[src/rtl/alt_det_pkg.sv]
// Shared state encoding and saturating-increment helper for the alternating-run detector.
`timescale 1ns/1ps
package alt_det_pkg;

  typedef enum logic [1:0] {
    ST_IDLE  = 2'd0,
    ST_LAST0 = 2'd1,
    ST_LAST1 = 2'd2
  } state_e;

  // Increment value, holding at the all-ones value of a width-bit field.
  function automatic logic [31:0] sat_inc(input logic [31:0] value, input int unsigned width);
    logic [31:0] max_val;
    max_val = (32'd1 << width) - 32'd1;
    return (value >= max_val) ? value : value + 32'd1;
  endfunction

endpackage

[src/rtl/sat_counter.sv]
// Registered saturating counter with synchronous clear and load-to-one.
`timescale 1ns/1ps
module sat_counter
  import alt_det_pkg::*;
#(
  parameter int W = 4
) (
  input  logic         clk,
  input  logic         rst,
  input  logic         clr_i,
  input  logic         load1_i,
  input  logic         inc_i,
  output logic [W-1:0] cnt_o
);

  logic [W-1:0] cnt_q;
  logic [W-1:0] cnt_d;

  // Clear beats load-to-one, which beats increment.
  always_comb begin
    cnt_d = cnt_q;
    if (clr_i) begin
      cnt_d = '0;
    end else if (load1_i) begin
      cnt_d = W'(1);
    end else if (inc_i) begin
      cnt_d = W'(sat_inc(32'(cnt_q), W));
    end
  end

  always_ff @(posedge clk or negedge rst) begin
    if (!rst) begin
      cnt_q <= '0;
    end else begin
      cnt_q <= cnt_d;
    end
  end

  assign cnt_o = cnt_q;

endmodule

[src/rtl/alt_run_detector.sv]
// Serial alternating-bit run detector: tracks run length, pulses z on a hit, counts hits.
`timescale 1ns/1ps
module alt_run_detector
  import alt_det_pkg::*;
#(
  parameter int RUN_LEN = 4,
  parameter int CNT_W   = 4,
  parameter int OVERLAP = 1
) (
  input  logic             clk,
  input  logic             rst,
  input  logic             x,
  input  logic             x_valid,
  input  logic             clr,
  output logic             z,
  output logic [CNT_W-1:0] run_len,
  output logic [CNT_W-1:0] hit_cnt
);

  if (RUN_LEN < 2 || RUN_LEN > (1 << CNT_W) - 1) begin : g_bad_run_len
    $error("alt_run_detector: RUN_LEN %0d out of range for CNT_W %0d", RUN_LEN, CNT_W);
  end

  state_e           state_q, state_d;
  logic             z_q, z_d;
  logic [CNT_W-1:0] hit_cnt_q, hit_cnt_d;
  logic [CNT_W-1:0] run_len_q;
  logic [CNT_W-1:0] run_next;
  logic             run_clr, run_load1, run_inc;
  logic             hit;

  sat_counter #(.W(CNT_W)) u_run_cnt (
    .clk     (clk),
    .rst     (rst),
    .clr_i   (run_clr),
    .load1_i (run_load1),
    .inc_i   (run_inc),
    .cnt_o   (run_len_q)
  );

  always_comb begin
    state_d   = state_q;
    z_d       = 1'b0;
    run_clr   = clr;
    run_load1 = 1'b0;
    run_inc   = 1'b0;
    run_next  = run_len_q;
    hit       = 1'b0;
    if (clr) begin
      state_d = ST_IDLE;
    end else if (x_valid) begin
      state_d = x ? ST_LAST1 : ST_LAST0;
      if ((state_q == ST_LAST0 && x) || (state_q == ST_LAST1 && !x)) begin
        run_inc  = 1'b1;
        run_next = CNT_W'(sat_inc(32'(run_len_q), CNT_W));
      end else begin
        // IDLE, a repeated bit, or an unused encoding all start a fresh run.
        run_load1 = 1'b1;
        run_next  = CNT_W'(1);
      end
      if (OVERLAP != 0) begin
        hit = (run_next >= CNT_W'(RUN_LEN));
      end else begin
        hit = (run_next == CNT_W'(RUN_LEN));
        if (hit) begin
          state_d = ST_IDLE;
          run_clr = 1'b1;
        end
      end
      z_d = hit;
    end
    hit_cnt_d = clr ? '0 : hit_cnt_q + CNT_W'(z_d);
  end

  always_ff @(posedge clk or negedge rst) begin
    if (!rst) begin
      state_q   <= ST_IDLE;
      z_q       <= 1'b0;
      hit_cnt_q <= '0;
    end else begin
      state_q   <= state_d;
      z_q       <= z_d;
      hit_cnt_q <= hit_cnt_d;
    end
  end

  assign z       = z_q;
  assign run_len = run_len_q;
  assign hit_cnt = hit_cnt_q;

endmodule

[config.mk]
export PLATFORM = sky130hd
export DESIGN_NAME = alt_run_detector
export DESIGN_NICKNAME = d
export VERILOG_FILES = /design/src/rtl/alt_det_pkg.sv /design/src/rtl/sat_counter.sv /design/src/rtl/alt_run_detector.sv
export SDC_FILE = /design/constraint.sdc
export NUM_CORES = 1
export LEC_CHECK = 0
export BUFFER_PORTS_ARGS = -buffer_cell sky130_fd_sc_hd__buf_2
export CORE_AREA = 4 4 41 43
export CTS_BUF_LIST = sky130_fd_sc_hd__clkbuf_16
export DETAILED_ROUTE_END_ITERATION = 7
export DIE_AREA = 0 0 45 47
export PLACE_DENSITY = 0.75
export SLEW_MARGIN = 20
export SYNTH_ARGS = -nofsm -noshare
export SYNTH_HDL_FRONTEND = slang
export SYNTH_SLANG_ARGS = --single-unit
[constraint.sdc]
create_clock -name clk -period 2.6 [get_ports clk]
set_input_delay 0.78 -clock clk [delete_from_list [all_inputs] [get_ports clk]]
set_output_delay 0.78 -clock clk [all_outputs]
set_load 0.005 [all_outputs]
==> summary.md <==
| Metric | Value |
|---|---|
| Rows | `13` |
| Clock Sinks | `11` |
| GR Util All Layers | `12.68%` |
| Post-CTS Resized | `0` |
| CP dominant cell by count | `ha_1` |
| Num CTS Buffers | `3` |
| Vias in the first global route | `425` |
| Max Fclk | `465.3 MHz` |
| Fin nets | `80` |
| # fillers | `122` |
| Setup Skew | `0.001770 ns` |
| Worst EP required | `between 2 and 3 ns` |
| Worst path cell trace | `ha_1, and2_1, a21o_1, a211oi_1, ha_1, ha_1, nor2b_1` |
| # IOs | `14` |
| Starting Density | `45.38%` |
| Core Box Area | `1301 µm²` |
| Worst Max-Slew Pin Slew | `0.3333 ns` |
| Synth warn | `0` |
| Worst-Skew Late Latency | `0.24 ns` |
| FF/Latch Area | `275.3 µm²` |
| Yosys reg bits | `11` |
| Initial antenna violation count | `0` |
| Hold Fails Final Rpt | `0` |
| Finish-stage setup viols | `0` |
| Iteration-0 DRC Markers | `9` |
| Leak | `0.0003610 µW` |
| Routability cong. | `roughly 0.75` |
| Total grt overflow | `0` |
| Die ar. | `2115 µm²` |
| Share of layout cells above drive strength 1 | `29.58%` |
| Routed Antenna Nets | `0` |
| CTS Buffer Depth | `2` |
| RSZ-0062 raised after global routing | `no` |
| Placed wire-length estimate | `approximately 850 µm` |
| Postcts setup bufs | `0` |
| Netlist Area Pre-Place | `590.6 µm²` |
| Kind of critical path | `reg2reg` |
| CP delay by family, top | `adder cells` |
| Chip height | `approximately 47 µm` |
| Status | `finished, final reports clean` |
| Number of port buffers | `13` |
| DIE WIDTH | `45 µm` |
| Clock Root Buffer | `clkbuf_16` |
| Hold WS | `around 0.4 ns` |
| Post-Syn Instances | `56` |
| Worst Setup End Kind | `flop` |
| Worst-path fanout max | `8` |
| CTS HTree Levels | `1` |
| Hold Buf Count CTS | `0` |
| Clock tree from TritonCTS | `done` |
| Power density over the cells | `656.0 nW/µm²` |
| Post-synthesis sequential area ratio | `46.61%` |
| Mapped Nets | `64` |
| Max-cap viol count | `0` |
| Type of origin of the critical path | `flop` |
| Buffers and inverters on the worst path | `0` |
| Slew Viols, Final | `0` |
| First-pass GRT wire length | `1.856 mm` |
| Min-delay worst type | `in2async` |
| Slowest cell on the critical path | `dfrtp_1` |
| Antenna Cells | `0` |
| Routed WL | `1.150 mm` |
| Syn-to-layout area delta | `26.48%` |
| Tmin final | `around 2.1 ns` |
| Area occupied by multi-input gates | `between 300 and 400 µm²` |
| Yosys cell types | `31` |
| DRC | `0` |
| Via Count | `477` |
| Setup TNS | `0 ns` |
| Slew Limit Headroom | `77.65%` |
| Worst Path Arrival | `2.27 ns` |
| Crit-path max cell delay | `0.45 ns` |
| WL per Instance | `between 10 and 15 µm` |
| Clock-pin slew on the worst setup and hold paths | `0.04 ns` |
| Maximum VDD drop | `0.0003937 V` |
| Via density | `~5.5` |
| 1st-pass router iterations | `4` |
| Largest net degree at the start of global routing | `13` |
| Avg Cell Area, Syn | `about 11 µm²` |
| Final period utilization | `slightly above 80%` |
==> synthesized netlist by cell type (all sizes together) <==
master	n	share of area (%)
and2	1	1.1
a21o	1	1.3
or3b	1	1.9
xnor2	1	1.5
clkbuf	2	1.3
nand4	1	1.1
o211ai	1	1.3
a21oi	1	0.85
a221oi	1	1.5
mux2i	1	1.7
xor2	1	1.5
dfrtp	11	47
and3b	1	1.7
nand3b	1	1.3
a211oi	5	7.2
nand3	3	2.5
nor3b	1	2.1
a31oi	1	1.1
a22o	1	1.5
nand2	2	1.3
nor4	1	1.1
nor2	6	3.8
inv	1	0.63
nand2b	1	1.1
o21ai	1	0.85
ha	3	6.4
and3	1	1.1
nor2b	2	2.1
o32ai	1	1.5
o2111ai	1	1.5
==> state kept, by name, summed over array words and instances, names as in the netlist <==
name / flops
hit_cnt: 4
u_run_cnt.cnt_o: 4
state_q: 2
z: 1
==> stage by stage <==
| stage | utilization (%) | cell area [µm²] | power, µW | instances | setup slack [ns] |
|---|---|---|---|---|---|
| floorplan | - | 590.6 | 198.2 | 56 | 0.5019 |
| CTS | 57.40 | 747.0 | 494.7 | 86 | 0.4294 |
| finish | 57.40 | 747.0 | 490.0 | 86 | 0.4508 |
| global placement | 51.25 | 666.9 | 209.7 | 82 | 0.2938 |
| detailed placement | 51.25 | 666.9 | 210.4 | 82 | 0.2622 |
| global route | 57.40 | 747.0 | 509.6 | 86 | 0.2980 |
==> where the power goes <==
part           internal (µW)  leakage (µW)  switching, µW
sequential               175      0.000151           5.11
combinational           11.0      0.000170           16.5
clock                    204     0.0000409           78.5
total                    390      0.000361            100
==> layer usage <==
layer  GRT usage, %  share of wire, %  vias up  wire [µm]
li1               -                 -      245          -
met1          15.24                46      222        532
met2          19.77                47        8        541
met3          4.598               4.6        2         53
met4          7.018               1.9        0         22
met5              0                 0        -          0
==> layout make-up <==
| class | instances | area share (%) |
|---|---|---|
| multi-input cells | 42 | 40.70 |
| flip-flops and latches | 11 | 36.85 |
| clock buffers | 3 | 10.05 |
| repair buffers | 13 | 8.710 |
| well taps | 15 | 2.513 |
| clock inverters | 1 | 0.6700 |
| inverters | 1 | 0.5025 |
==> worst register-to-register path, delay by kind of cell, from the launching register on <==
kind                       cells  cell delay (ns)
AOI/OAI and AO/OA              2             0.52
adders and majority gates      3             0.75
DFF                            1             0.45
and+or+nand+nor                2             0.31
==> cell families (layout without fill, tap and decap cells) <==
kind of cell / after synthesis / after routing / share of synthesized area, %
AOI/OAI and AO/OA: 14 / 14 / 18.43
xor gates and xnor gates: 2 / 2 / 2.967
adders and majority gates: 3 / 3 / 6.357
buffers and inverters: 3 / 18 / 1.907
DFF: 11 / 11 / 46.61
muxes: 1 / 1 / 1.695
and+or+nand+nor: 22 / 22 / 22.04
==> worst paths after layout <==
kind	start	end	slack [ns]	depth (start not counted)
hold reg to reg	hit_cnt[3]	hit_cnt[3]	0.54	2
min in group clk	hit_cnt[3]	hit_cnt[3]	0.54	2
setup reg to reg	u_run_cnt.cnt_o[0]	hit_cnt[1]	0.45	7
hold / removal	rst	hit_cnt[1]	0.40	1
max in group asynchronous	rst	u_run_cnt.cnt_o[3]	2.00	1
setup / recovery	u_run_cnt.cnt_o[0]	hit_cnt[1]	0.45	7
==> placed cells by master, fill, tap and decap left out, types with 2 or more instances in the layout <==
cell / netlist / final
nor2_1: 6 / 6
ha_1: 3 / 3
nand2_1: 2 / 2
nand3_1: 3 / 3
nor2b_1: 2 / 2
a211oi_1: 4 / 4
dfrtp_1: 11 / 11
buf_2: 0 / 13
clkbuf_16: 0 / 3
No activity file was read; power rests on OpenSTA's default activity.
